### src/rtl/spectrogram_frame_receiver.sv
// spectrogram_frame_receiver
//   Receiving end of the spectrogram extractor's two-lane serial readout.
//   A frame is bracketed by sending_data. It carries a 32-bit timestamp on
//   lane 0, then a stream of 3-bit sample pairs (ch1 on lane 0, ch2 on
//   lane 1). All data is sent MSB first.
//
// Ports
//   clk          serial readout clock
//   reset        synchronous, active-high; parks the FSM in DRAIN
//   serial_in    [0]=timestamp/ch1 lane, [1]=ch2 lane
//   sending_data frame envelope
//   bit_valid    one bit per lane present this cycle
//   event_time   last complete timestamp, qualified by time_valid
//   sample_ch1/2 last sample pair, qualified by sample_valid
//   sample_idx   index of that pair within the frame
//   sample_count number of pairs in the last cleanly finished frame
//   frame_done   pulse on a clean frame end
//   frame_error  pulse on a truncated or overflowing frame
//   busy         high in every state except IDLE
module spectrogram_frame_receiver #(
  parameter int MAX_SAMPLES = 512
) (
  input  logic        clk,
  input  logic        reset,
  input  logic [1:0]  serial_in,
  input  logic        sending_data,
  input  logic        bit_valid,
  output logic [31:0] event_time,
  output logic        time_valid,
  output logic [2:0]  sample_ch1,
  output logic [2:0]  sample_ch2,
  output logic        sample_valid,
  output logic [8:0]  sample_idx,
  output logic [9:0]  sample_count,
  output logic        frame_done,
  output logic        frame_error,
  output logic        busy
);

  localparam logic [9:0] MAX_CNT = 10'(MAX_SAMPLES);

  typedef enum logic [1:0] {IDLE, TIME, DATA, DRAIN} state_t;

  state_t      state_reg, state_next;
  logic [30:0] time_shift_reg;    // only 31 bits held; bit 0 arrives with the load
  logic [4:0]  bit_cnt_reg;
  logic [1:0]  phase_reg;         // bits already held of the current sample
  logic [9:0]  count_reg;
  logic [1:0]  lane_hold_reg [2]; // top two bits of the sample in flight, per lane

  logic accept;
  logic clear_bits, time_shift_en, time_load;
  logic lane_shift_en, sample_load, done_set, err_set;

  assign accept = sending_data & bit_valid;
  assign busy   = (state_reg != IDLE);

  always_comb begin
    state_next    = state_reg;
    clear_bits    = 1'b0;
    time_shift_en = 1'b0;
    time_load     = 1'b0;
    lane_shift_en = 1'b0;
    sample_load   = 1'b0;
    done_set      = 1'b0;
    err_set       = 1'b0;
    case (state_reg)
      IDLE: begin
        if (sending_data) begin
          state_next    = TIME;
          clear_bits    = 1'b1;
          // A bit arriving together with the envelope edge is timestamp bit 31.
          time_shift_en = accept;
        end
      end
      TIME: begin
        if (!sending_data) begin
          err_set    = 1'b1;
          state_next = IDLE;
        end else if (accept) begin
          time_shift_en = 1'b1;
          if (bit_cnt_reg == 5'd31) begin
            time_load  = 1'b1;
            state_next = DATA;
          end
        end
      end
      DATA: begin
        if (!sending_data) begin
          if (phase_reg != 2'd0) err_set  = 1'b1;
          else                   done_set = 1'b1;
          state_next = IDLE;
        end else if (accept) begin
          if (count_reg == MAX_CNT) begin
            err_set    = 1'b1;
            state_next = DRAIN;
          end else begin
            lane_shift_en = 1'b1;
            sample_load   = (phase_reg == 2'd2);
          end
        end
      end
      DRAIN: begin
        if (!sending_data) state_next = IDLE;
      end
      default: state_next = IDLE;
    endcase
  end

  always_ff @(posedge clk) begin
    if (reset) begin
      state_reg      <= DRAIN;
      time_shift_reg <= '0;
      bit_cnt_reg    <= '0;
      phase_reg      <= '0;
      count_reg      <= '0;
      event_time     <= '0;
      time_valid     <= 1'b0;
      sample_ch1     <= '0;
      sample_ch2     <= '0;
      sample_valid   <= 1'b0;
      sample_idx     <= '0;
      sample_count   <= '0;
      frame_done     <= 1'b0;
      frame_error    <= 1'b0;
    end else begin
      state_reg    <= state_next;
      time_valid   <= time_load;
      sample_valid <= sample_load;
      frame_done   <= done_set;
      frame_error  <= err_set;

      if (clear_bits)         bit_cnt_reg <= {4'd0, time_shift_en};
      else if (time_shift_en) bit_cnt_reg <= bit_cnt_reg + 5'd1;

      if (time_shift_en) time_shift_reg <= {time_shift_reg[29:0], serial_in[0]};

      if (time_load) begin
        event_time <= {time_shift_reg, serial_in[0]};
        count_reg  <= '0;
        phase_reg  <= '0;
      end

      if (lane_shift_en) phase_reg <= (phase_reg == 2'd2) ? 2'd0 : phase_reg + 2'd1;

      if (sample_load) begin
        sample_ch1 <= {lane_hold_reg[0], serial_in[0]};
        sample_ch2 <= {lane_hold_reg[1], serial_in[1]};
        sample_idx <= count_reg[8:0];
        count_reg  <= count_reg + 10'd1;
      end

      if (done_set) sample_count <= count_reg;
    end
  end

  // Per-lane sample shift registers.
  generate
    for (genvar gi = 0; gi < 2; gi++) begin : g_lane
      always_ff @(posedge clk) begin
        if (reset)              lane_hold_reg[gi] <= '0;
        else if (lane_shift_en) lane_hold_reg[gi] <= {lane_hold_reg[gi][0], serial_in[gi]};
      end
    end
  endgenerate

endmodule

### config.mk
export PLATFORM = sky130hd
export DESIGN_NAME = spectrogram_frame_receiver
export DESIGN_NICKNAME = d
export VERILOG_FILES = /design/src/rtl/spectrogram_frame_receiver.sv
export SDC_FILE = /design/constraint.sdc
export NUM_CORES = 1
export LEC_CHECK = 0
export ABC_CLOCK_PERIOD_IN_PS = 5850
export CELL_PAD_IN_SITES_DETAIL_PLACEMENT = 0
export CELL_PAD_IN_SITES_GLOBAL_PLACEMENT = 2
export CORE_ASPECT_RATIO = 0.6
export CORE_UTILIZATION = 30
export DETAILED_ROUTE_END_ITERATION = 8
export GPL_TIMING_DRIVEN = 1
export PLACE_DENSITY = 0.82
export SLEW_MARGIN = 20
export SYNTH_ARGS = -nofsm -noshare
export SYNTH_HDL_FRONTEND = slang
export SYNTH_SLANG_ARGS = --single-unit
### constraint.sdc
create_clock -name clk -period 5.85 [get_ports clk]
set_input_delay 1.17 -clock clk [delete_from_list [all_inputs] [get_ports clk]]
set_output_delay 1.17 -clock clk [all_outputs]
set_load 0.005 [all_outputs]
# Yosys cells after proc, flatten, opt, wreduce, memory -nomap -nowiden
# Memories as Yosys holds them, arrays and structs flattened.
# Index checks and enable logic that the tools add are counted.
# classes
add_sub_neg	3
bitwise_logic	3
muxes	50
reduce_logical	8
eq_ne	12
# ops
cell	n
two-way mux 1 bit	32
two-way mux 2 bit	13
two-way mux 10 bit	2
!= test 3 bit (second input constant)	4
adder 10 x 1 -> 10 bit (second input constant)	1
equality test 10 bit (second input constant)	1
nonzero test 2 bit	5
case mux 2 bit (4 select lines)	1
equality test 2 bit (second input constant)	3
AND reduction 6 bit	1
adder 5 x 1 -> 5 bit (second input constant)	1
equality test 5 bit (second input constant)	1
!= test 2 bit (second input constant)	2
case mux 1 bit (2 select lines)	2
adder 2 x 1 -> 2 bit (second input constant)	1
equality test 2 x 1 -> 1 bit (second input constant)	1
logical NOT 2 bit	1
bitwise OR 1 bit	2
OR reduction 2 bit	1
AND 1 bit	1
# totals
n_memories	1
input_bits	6
ff_bits	111
output_inout_bits	62
ram_bits	4
# mem_list
name	depth	word_bits	rd	rd_ports_with_merged_regs	wr	line_no	source
lane_hold_reg	2	2	2	0	2	49	logic [1:0] lane_hold_reg [2];

# Logic depth before layout (Yosys ltp)
# Gate-level depths: netlist of run 1.
# depth
word_depth	9
depth_mapped	9
depth_no_buf	7

# Least setup slack after synthesis of run 1
# OpenSTA, ideal clock, no wires.
# synth_timing
path_type	input port to flip-flop
from	in bit_valid
to	reg count_reg[9]
slack_ns	3.385
t_required_ns	5.755
setup_time_ns	0.095
cell_stages	6
arrival_ns	2.370
path_buffers	2
path_cell_list	buf_4 > nand3_2 > or2_1 > buf_2 > or4_1 > o311ai_1
# synth_via
elab_chain_len	5
# synth_rtl
item	line_no	source
from (decl)	27	input logic bit_valid,
AND 1 bit *	55	assign accept = sending_data & bit_valid;
two-way mux 1 bit, on equally long branches	93, 80	
two-way mux 1 bit, on equally long branches	89, 77	
two-way mux 1 bit	67	case (state_reg)
two-way mux 10 bit / nonzero test 2 bit (equally long branches)	--	
to (signal assigned)	150	count_reg <= count_reg + 10'd1;
to (decl)	48	logic [9:0] count_reg;
# Every way passes the cells marked *; elsewhere a longest branch is shown, timed or not.
# A chain may end at the register's enable or synchronous reset.

# Worst setup path in the final report of run 1
# layout_timing
from	in sending_data
to	reg count_reg[7]
# layout_via
elab_chain_len	5
# layout_rtl
item	line_no	source
from (decl)	26	input logic sending_data,
AND 1 bit	55	
two-way mux 1 bit, on equally long branches	93, 80	
two-way mux 1 bit, on equally long branches	89, 77	
two-way mux 1 bit	67	
two-way mux 10 bit / nonzero test 2 bit (equally long branches)	--	
# Several ways; a longest one is shown, not always the timed one.

==> results of run 1 <==
[power breakdown]
part	internal, mW	leakage, nW	switching [mW]	total, mW
sequential	0.794	0.936	0.00440	0.798
clock	0.711	0.300	0.359	1.07
combinational	0.0207	0.727	0.0510	0.0716
total	1.53	1.96	0.415	1.94
[stage by stage]
step	hold slack, ps	util	instances	setup slack [ps]
3_3_place_gp	445	0.363	794	2210
5_1_grt	472	0.404	824	2280
3_5_place_dp	448	0.363	794	2120
4_1_cts	456	0.404	824	2530
2_1_floorplan	432	-	570	3390
6_report	452	0.404	824	2520
[cells in the mapped netlist, drive strengths merged (2+ instances only)]
cell / count / share of area
nand4: 8 / 0.011
nor4b: 2 / 0.0052
nand2: 168 / 0.14
edfxtp: 4 / 0.026
dfxtp: 111 / 0.48
nor4: 5 / 0.0068
a211o: 3 / 0.0057
o211ai: 8 / 0.013
a21oi: 97 / 0.11
nor3: 6 / 0.0065
o21ai: 19 / 0.021
nor3b: 5 / 0.0082
xor2: 2 / 0.0038
ha: 9 / 0.025
and2: 2 / 0.0027
nor2: 13 / 0.011
or4: 2 / 0.0033
nand2b: 7 / 0.0095
and3: 4 / 0.0055
o31ai: 2 / 0.0033
or2: 2 / 0.0027
inv: 10 / 0.0082
clkbuf: 25 / 0.020
o211a: 2 / 0.0044
buf: 20 / 0.022
nand3: 19 / 0.022
[worst max-delay path, cell delays in order]
cell and delay [ps]:
clkdlybuf4s50_1 780, nand3_2 250, nor2_2 880, a211oi_1 180, a311o_1 350
[worst max-delay path by stage]
stage                     slack [ps]            to  cells after the start    startpoint
after CTS                       2530  count_reg[7]                      5  sending_data
after floorplan                 3390  count_reg[9]                      6     bit_valid
after global routing            2280  count_reg[7]                      5  sending_data
after global placement          2210  count_reg[7]                      5  sending_data
after detailed placement        2120  count_reg[7]                      5  sending_data
final                           2520  count_reg[7]                      5  sending_data
[kinds of logic (layout without fill, tap and decap cells)]
family	after synthesis	count (layout)	share of synthesized area
AOI/OAI and AO/OA	143	143	0.174
xor gates and xnor gates	2	2	0.00382
adders and majority gates	9	9	0.0246
buffers and inverters	55	111	0.0502
DFF	115	115	0.511
and+or+nand+nor	246	246	0.237
[area by class of cell]
type	instances	area share
clock buffer	21	0.0810
clock inverter	9	0.0212
inverter	10	0.00631
multi-input combinational	400	0.339
sequential	115	0.394
tap	198	0.0417
timing repair buffer	71	0.117
[per-layer routing]
layer / up-vias / wire [um] / part of all wire / track usage
li1: 2026 / - / - / -
met1: 1873 / 6160 / 0.53 / 0.230
met2: 108 / 4590 / 0.40 / 0.197
met3: 11 / 667 / 0.058 / 0.0442
met4: 0 / 139 / 0.012 / 0.0610
met5: - / 0 / 0 / 0
==> results by group, run 1 <==
Run status
  • Status: complete, no violations

Route
  • Pre-antenna DRT Iters: 5
  • DR iter-0 viols: 240
  • Vias: 4018
  • Vias per cell: 4.88
  • # DRC: 0
  • Total wire length: 11.6 mm
  • WL/cell: 14.0 um
  • Remaining antenna violation count after routing: 0

CTS
  • Total CTS buffers: 17
  • CTS tree: yes
  • Clock transition at the registers of the reported paths: 50 ps
  • Post CTS Setup Buffer Count: 0
  • Clock Latency Late Sink: 410 ps
  • Clk sink count: 115
  • Clk buf depth: 2
  • Clock Tree Root: clkbuf_16
  • Htree depth: 4
  • Hold Buf Count CTS: 0
  • Post-cts sizing count: 0

Placed design
  • Final GP Congestion: 0.788
  • Placed Area: 5340 um2
  • HPWL Detailed: 7.38 mm
  • I/O Buffers: 67

Synthesis
  • Ys flop type: dfxtp_1
  • Cells after Synth: 570
  • Async S/R FF share, synth: 0
  • Number of synthesized flops with an enable pin: 4
  • Synth cell types: 47
  • Syn Area/Cell: 8.04 um2
  • Ys Warns: 0
  • Synthesized area: 4590 um2
  • Syn nets: 585
  • Flops & latches, synth: 115
  • Sequential fraction of the synthesis area: 0.511

STA
  • Slew HR: 0.293
  • Period minus WS final: 3330 ps
  • RSZ-0062 raised after global routing: no
  • Sum Neg Setup Slack: 0 ps
  • Worst clock skew: 9.86 ps
  • Fin crit share: 0.569
  • Endpoints failing hold: 0
  • Tightest Pin Transition: 1060 ps
  • Setup violators final: 0
  • Max Freq: 0.301 GHz
  • Slew Viols, Final: 0

Worst hold path
  • HP Start: sample_count[8]
  • Hold Crit Endpoint: sample_count[8]
  • Type of the worst min-delay path: reg2reg
  • WHS Path Cells: 2

Die
  • Initial Util: 0.312
  • Die area: 15800 um2
  • Die width: 162 um
  • Io pins: 68
  • Num rows: 34
  • Die H: 97.8 um
  • Core Footprint: 14700 um2

Global routing
  • Largest net degree at the start of global routing: 79
  • Overflow after GRT: 0
  • Tot GR Track Use: 0.152
  • Vias in the first global route: 3646
  • First-pass GRT wire length: 19.0 mm
  • Initial antenna violation count: 0

Setup path
  • Worst R2R Setup Slack: 3270 ps
  • R2R Path End: lane_hold_reg[1][1]
  • Kind of start point of the critical path: input pin
  • Reg2Reg Depth: 6
  • Element type at the critical path end: register
  • Setup CP Type: in2reg
  • Worst path required time: 6140 ps
  • Max FO, Critical Path: 27
  • WP data arrival: 3620 ps
  • Critical R2R Launch: count_reg[0]

Power and ir drop
  • Cell area power density: 326 nW/um2
  • VDD IR-drop max: 0.140 mV
  • Leakage power: 1.96 nW
  • Total power: 1.94 mW

Finish
  • Most common library cell in the layout ignoring fill and taps: nand2_1
  • Multi-input gate area: 2010 um2
  • Fin area: 5950 um2
  • Max reg flops: 32
  • Area Overhead vs Synth: 29.7%
  • Antenna Cells: 0
  • Storage cell area: 2340 um2
  • Most frequent cells in the layout: 168 x nand2_1, 111 x dfxtp_1, 97 x a21oi_1, 66 x clkdlybuf4s50_1, 19 x o21ai_0
  • # fillers: 1529
  • Nets: 630
  • Share of layout cells above drive strength 1: 0.0623

Flow run
  • Maxcap violations: 0
No activity file was read; power rests on OpenSTA's default activity.
==> run 2: changes to the inputs <==
--- a/config.mk
+++ b/config.mk
@@ -5,7 +5,7 @@
 export SDC_FILE = /design/constraint.sdc
 export NUM_CORES = 1
 export LEC_CHECK = 0
-export ABC_CLOCK_PERIOD_IN_PS = 5850
+export ABC_CLOCK_PERIOD_IN_PS = 3300
 export CELL_PAD_IN_SITES_DETAIL_PLACEMENT = 0
 export CELL_PAD_IN_SITES_GLOBAL_PLACEMENT = 2
 export CORE_ASPECT_RATIO = 0.6
==> constraint.sdc (replaced) <==
create_clock -name clk -period 3.3 [get_ports clk]
set_input_delay 0.66 -clock clk [delete_from_list [all_inputs] [get_ports clk]]
set_output_delay 0.66 -clock clk [all_outputs]
set_load 0.005 [all_outputs]
==> run 2 against run 1 <==
Sequential share of layout area down 0.31 points. Combinational power grew 79%. Sequential power rose by 77%. Critical path depth is 1 lower. Power up 78%. Clock power rose by 78%. Global-route usage increased by 0.34 points. Cell count is 0.97% higher. Worst hold slack worse by 1.7 ps. Register-to-register slack got worse by 2400 ps. Setup slack worse by 1700 ps. Critical path type is now reg2out. Critical endpoint is now busy.
==> results by group, run 2 (synthesized netlist as in run 1, its figures left out) <==
STA
  • Slew HR: 0.356 (+0.0632)
  • Endpoints failing hold: 0 (unchanged)
  • Tightest Pin Transition: 965 ps (-93.7 ps)
  • Worst clock skew: 8.63 ps (-1.23 ps)
  • Max Freq: 0.407 GHz
  • Fin crit share: 0.745
  • RSZ-0062 raised after global routing: no
  • Period minus WS final: 2460 ps
  • Setup violators final: 0 (unchanged)
  • Slew Viols, Final: 0 (unchanged)
  • Sum Neg Setup Slack: 0 ps (unchanged)

Setup path
  • Worst path required time: 2640 ps (-3500 ps)
  • Setup CP Type: reg2out
  • Kind of start point of the critical path: register
  • WP data arrival: 1800 ps (-1820 ps)
  • Max incr delay on CP: 500 ps (-380 ps)
  • Most used cell, CP: inv_1
  • Max FO, Critical Path: 7 (-74%)
  • CP max stage cell: clkdlybuf4s50_1
  • Element type at the critical path end: primary output
  • CP Cell Sequence: inv_1 > ha_1 > inv_1 > clkdlybuf4s50_1

Placed design
  • HPWL Detailed: 7.50 mm (+1.7%)
  • I/O Buffers: 67 (unchanged)
  • Placed Area: 5380 um2 (+0.84%)
  • Final GP Congestion: 0.823 (+4.5%)

Finish
  • Most frequent cells in the layout: 168 x nand2_1, 111 x dfxtp_1, 97 x a21oi_1, 66 x clkdlybuf4s50_1, 19 x o21ai_0
  • Antenna Cells: 0 (unchanged)
  • Share of layout cells above drive strength 1: 0.0726 (+0.0103)
  • Nets: 636 (+0.95%)
  • Most common library cell in the layout ignoring fill and taps: nand2_1
  • Area Overhead vs Synth: 30.7%
  • Fin area: 5990 um2 (+0.80%)
  • Max reg flops: 32 (unchanged)

CTS
  • Total CTS buffers: 17 (unchanged)
  • Htree depth: 4 (unchanged)
  • Clock Latency Late Sink: 410 ps (about the same)
  • Post-cts sizing count: 0 (unchanged)
  • CTS tree: yes
  • Clk buf depth: 2 (unchanged)
  • Clock transition at the registers of the reported paths: 60 ps (about the same)
  • Clk sink count: 115 (unchanged)
  • Clock Tree Root: clkbuf_16
  • Hold Buf Count CTS: 0 (unchanged)
  • Post CTS Setup Buffer Count: 0 (unchanged)

Route
  • Total wire length: 11.7 mm (+1.0%)
  • # DRC: 0 (unchanged)
  • WL/cell: 14.0 um (about the same)
  • Vias per cell: 4.85 (-0.44%)
  • Vias: 4039 (+0.52%)
  • Remaining antenna violation count after routing: 0 (unchanged)
  • Pre-antenna DRT Iters: 5 (unchanged)
  • DR iter-0 viols: 261 (+8.8%)

Global routing
  • Overflow after GRT: 0 (unchanged)
  • First-pass GRT wire length: 19.3 mm (+1.3%)
  • Initial antenna violation count: 0 (unchanged)
  • Largest net degree at the start of global routing: 68 (-14%)
  • Tot GR Track Use: 0.156 (+0.00337)
  • Vias in the first global route: 3752 (+2.9%)

Run status
  • Status: complete, no violations

Die
  • Num rows: 34 (unchanged)
  • Die H: 97.8 um (unchanged)
  • Core Footprint: 14700 um2 (unchanged)
  • Die area: 15800 um2 (unchanged)
  • Die width: 162 um (unchanged)
  • Initial Util: 0.312 (unchanged)
  • Io pins: 68 (unchanged)

Power and ir drop
  • VDD IR-drop max: 0.334 mV (+140%)
  • Cell area power density: 574 nW/um2 (+76%)
  • Leakage power: 1.99 nW (+1.5%)

Flow run
  • Maxcap violations: 0 (unchanged)

Worst hold path
  • Type of the worst min-delay path: reg2reg
run 2: cell types whose count changed in the layout (fill, tap and decap cells not counted), sizes merged:
cell | previous run | this run
buf | 5 | 11
inv | 11 | 12
clkbuf | 21 | 20
clkinvlp | 1 | 4
clkinv | 4 | 3
run 2: per-stage QoR:
step,hold WS (ps),util,cells,setup slack (ps),power [mW]
3_3_place_gp,445,0.366,800,700,1.57
6_report,450,0.407,832,840,3.44
5_1_grt,468,0.407,832,623,3.57
4_1_cts,453,0.407,832,820,3.48
2_1_floorplan,432,-,570,1350,1.53
3_5_place_dp,445,0.366,800,636,1.57
run 2: routing by layer:
layer  routed length (um)  GRT usage  share of wire
met1                 6310      0.231           0.54
met2                 4490      0.204           0.38
met3                  783     0.0544          0.067
met4                   93     0.0530         0.0080
met5                    0          0              0
run 2: final timing paths:
check                     start            end  slack [ps]  cells past startpoint
hold reg to reg   event_time[9]  event_time[9]         450                      2
setup / recovery   state_reg[0]           busy         840                      4
hold / removal    event_time[9]  event_time[9]         450                      2
setup reg to reg   count_reg[0]   count_reg[7]         840                      6
run 2: layout make-up:
type                       count  area (um2)
fill                        1509        8720
sequential                   115        2340
multi-input combinational    400        2010
timing repair buffer          77         743
clock buffer                  20         457
tap                          198         248
clock inverter                12         154
inverter                      10        37.5
run 2: critical path: cells and delay by family, from the launching register on:
| family | cells | cell delay [ps] |
|---|---|---|
| adders and majority gates | 1 | 290 |
| buffers and inverters | 3 | 710 |
| DFF | 1 | 390 |
run 2: where the power goes:
| group | internal, mW | switching, mW | total (mW) | leakage, nW |
|---|---|---|---|---|
| sequential | 1.41 | 0.00739 | 1.41 | 0.936 |
| combinational | 0.0374 | 0.0906 | 0.128 | 0.766 |
| clock | 1.23 | 0.674 | 1.90 | 0.289 |
| total | 2.67 | 0.772 | 3.44 | 1.99 |
==> run 3: changes to the inputs <==
--- a/config.mk
+++ b/config.mk
@@ -5,7 +5,7 @@
 export SDC_FILE = /design/constraint.sdc
 export NUM_CORES = 1
 export LEC_CHECK = 0
-export ABC_CLOCK_PERIOD_IN_PS = 3300
+export ABC_CLOCK_PERIOD_IN_PS = 2300
 export CELL_PAD_IN_SITES_DETAIL_PLACEMENT = 0
 export CELL_PAD_IN_SITES_GLOBAL_PLACEMENT = 2
 export CORE_ASPECT_RATIO = 0.6
==> constraint.sdc (replaced) <==
create_clock -name clk -period 2.3 [get_ports clk]
set_input_delay 0.46 -clock clk [delete_from_list [all_inputs] [get_ports clk]]
set_output_delay 0.46 -clock clk [all_outputs]
set_load 0.005 [all_outputs]
==> run 3 against run 2 <==
Via count up 1.6%. Final area up 2.2%. Clock power grew 43%. Sequential cell count stayed put. Wire length shrank 0.69%. Combinational power rose by 56%. First-iteration DRC count unchanged. Sequential power is 44% higher. Die area is the same. Count of clock-buffer cells in the layout unchanged. Largest power group unchanged.
==> results by group, run 3 (synthesized netlist as in run 1, its figures left out) <==
STA
  • Tightest Pin Transition: 503 ps (-462 ps)
  • Slew Viols, Final: 0 (unchanged)
  • Endpoints failing hold: 0 (unchanged)
  • Slew HR: 0.656 (+0.299)
  • Period minus WS final: 2240 ps
  • Max Freq: 0.446 GHz
  • Worst clock skew: 8.03 ps (-0.598 ps)
  • Fin crit share: 0.974
  • Sum Neg Setup Slack: 0 ps (unchanged)
  • Setup violators final: 0 (unchanged)
  • RSZ-0062 raised after global routing: no

Finish
  • Max reg flops: 32 (unchanged)
  • # fillers: 1510 (+0.066%)
  • Most common library cell in the layout ignoring fill and taps: nand2_1
  • Most frequent cells in the layout: 168 x nand2_1, 111 x dfxtp_1, 97 x a21oi_1, 66 x clkdlybuf4s50_1, 19 x o21ai_0
  • Final non-filler cell total: 841 (+1.1%)
  • Area Overhead vs Synth: 33.6%
  • Antenna Cells: 0 (unchanged)
  • Nets: 645 (+1.4%)
  • Share of layout cells above drive strength 1: 0.0871 (+0.0145)

Die
  • Die area: 15800 um2 (unchanged)
  • Core Footprint: 14700 um2 (unchanged)
  • Die width: 162 um (unchanged)
  • Num rows: 34 (unchanged)
  • Initial Util: 0.312 (unchanged)
  • Die H: 97.8 um (unchanged)
  • Io pins: 68 (unchanged)

CTS
  • Clock Latency Late Sink: 410 ps (about the same)
  • Htree depth: 4 (unchanged)
  • Total CTS buffers: 17 (unchanged)
  • Clk buf depth: 2 (unchanged)
  • Clk sink count: 115 (unchanged)
  • Clock Tree Root: clkbuf_16
  • CTS tree: yes
  • Clock transition at the registers of the reported paths: 60 ps (about the same)
  • Hold Buf Count CTS: 0 (unchanged)
  • Post-cts sizing count: 1 (+1)
  • Post CTS Setup Buffer Count: 0 (unchanged)

Route
  • DR iter-0 viols: 261 (unchanged)
  • Vias per cell: 4.88 (+0.52%)
  • Vias: 4104 (+1.6%)
  • Top routing layer used: met4
  • WL/cell: 13.8 um (-1.8%)
  • Total wire length: 11.6 mm (-0.69%)
  • Met2 Routed Length: 4.54 mm (+0.91%)
  • Met1 Wirelength: 6.25 mm (-0.86%)
  • WL met3: 684 um (-13%)
  • Pre-antenna DRT Iters: 4 (-1)
  • Remaining antenna violation count after routing: 0 (unchanged)
  • # DRC: 0 (unchanged)

Global routing
  • First-pass GRT wire length: 19.2 mm (-0.25%)
  • Vias in the first global route: 3723 (-0.77%)
  • Overflow after GRT: 0 (unchanged)
  • Initial antenna violation count: 0 (unchanged)
  • Largest net degree at the start of global routing: 113 (+66%)
  • Tot GR Track Use: 0.155 (-0.00106)

Setup path
  • WP data arrival: 1780 ps (-20 ps)
  • Crit path buf inv count: 3 (unchanged)
  • Setup CP Type: reg2out
  • Max FO, Critical Path: 7 (unchanged)
  • Max incr delay on CP: 520 ps (+20 ps)
  • Most used cell, CP: inv_1
  • Element type at the critical path end: primary output
  • CP Cell Sequence: inv_1 > ha_2 > inv_1 > clkdlybuf4s50_1
  • Critical R2R Launch: state_reg[0]
  • R2R Path End: count_reg[6]
  • CP max stage cell: clkdlybuf4s50_1
  • Reg2Reg Depth: 8 (+2)
  • Worst path required time: 1840 ps (-800 ps)
  • Kind of start point of the critical path: register
  • Worst R2R Setup Slack: 280 ps (-560 ps)
  • Family with the most delay on the worst path: buffers and inverters

Power and ir drop
  • Leakage power: 2.06 nW (+3.5%)
  • VDD IR-drop max: 0.437 mV (+31%)
  • Cell area power density: 809 nW/um2 (+41%)

Worst hold path
  • Hold Crit Endpoint: event_time[9]
  • Type of the worst min-delay path: reg2reg
  • HP Start: event_time[9]
  • WHS Path Cells: 2 (unchanged)

Placed design
  • I/O Buffers: 67 (unchanged)
  • HPWL Detailed: 7.52 mm (+0.33%)
  • Placed Instances: 809 (+1.1%)
  • Final GP Congestion: 0.831 (+0.94%)

Run status
  • Status: complete, no violations

Flow run
  • Maxcap violations: 0 (unchanged)
==> run 3: changes by cell type in the layout (fill, tap and decap cells not counted) <==
cell and delta:
ha_2 +1, buf_12 +5, clkinv_2 +1, inv_4 -1, ha_1 -1, inv_6 +1
buf_4 +4, clkinvlp_4 -1
==> run 3: layer usage <==
layer	vias up	global-route usage
li1	2065	-
met1	1919	0.234
met2	108	0.197
met3	12	0.0455
met4	0	0.0646
met5	-	0
==> run 3: how the worst max path moves through the flow <==
| stage | from | end | slack [ps] | depth (start not counted) |
|---|---|---|---|---|
| 5_1_grt | state_reg[0] | busy | 10 | 4 |
| 6_report | state_reg[0] | busy | 60 | 4 |
| 3_5_place_dp | sending_data | sample_count[0] | 190 | 6 |
| 3_3_place_gp | sending_data | count_reg[4] | 220 | 6 |
| 2_1_floorplan | state_reg[0] | count_reg[9] | 450 | 8 |
| 4_1_cts | state_reg[0] | busy | 80 | 4 |
==> run 3: per-stage QoR <==
stage          worst slack, ps  area, um2   util  hold WS (ps)  total power [mW]
2_1_floorplan              448       4590      -           432              2.20
3_3_place_gp               221       5510  0.375           444              2.26
3_5_place_dp               189       5510  0.375           448              2.27
4_1_cts                   75.5       6130  0.416           456              5.01
5_1_grt                   9.58       6130  0.416           475              5.14
6_report                  58.8       6130  0.416           452              4.95
==> run 3: cell type report <==
cell class | count | area, um2 | area share
Sequential cell | 115 | 2340 | 0.382
Multi-Input combinational cell | 400 | 2020 | 0.329
Timing Repair Buffer | 86 | 873 | 0.143
Clock buffer | 20 | 457 | 0.0745
Tap cell | 198 | 248 | 0.0404
Clock inverter | 12 | 154 | 0.0251
Inverter | 10 | 37.5 | 0.00613
==> run 3: where the power goes <==
part	total [mW]	switching (mW)	internal (mW)
logic	0.200	0.135	0.0658
clock network	2.72	0.962	1.76
registers	2.03	0.0108	2.02
total	4.95	1.11	3.85
==> run 3: worst min-delay path: cells and delay by family, from the launching register on <==
family	cells	cell delay, ps
and+or+nand+nor	1	50
AOI/OAI and AO/OA	1	50
DFF	1	300
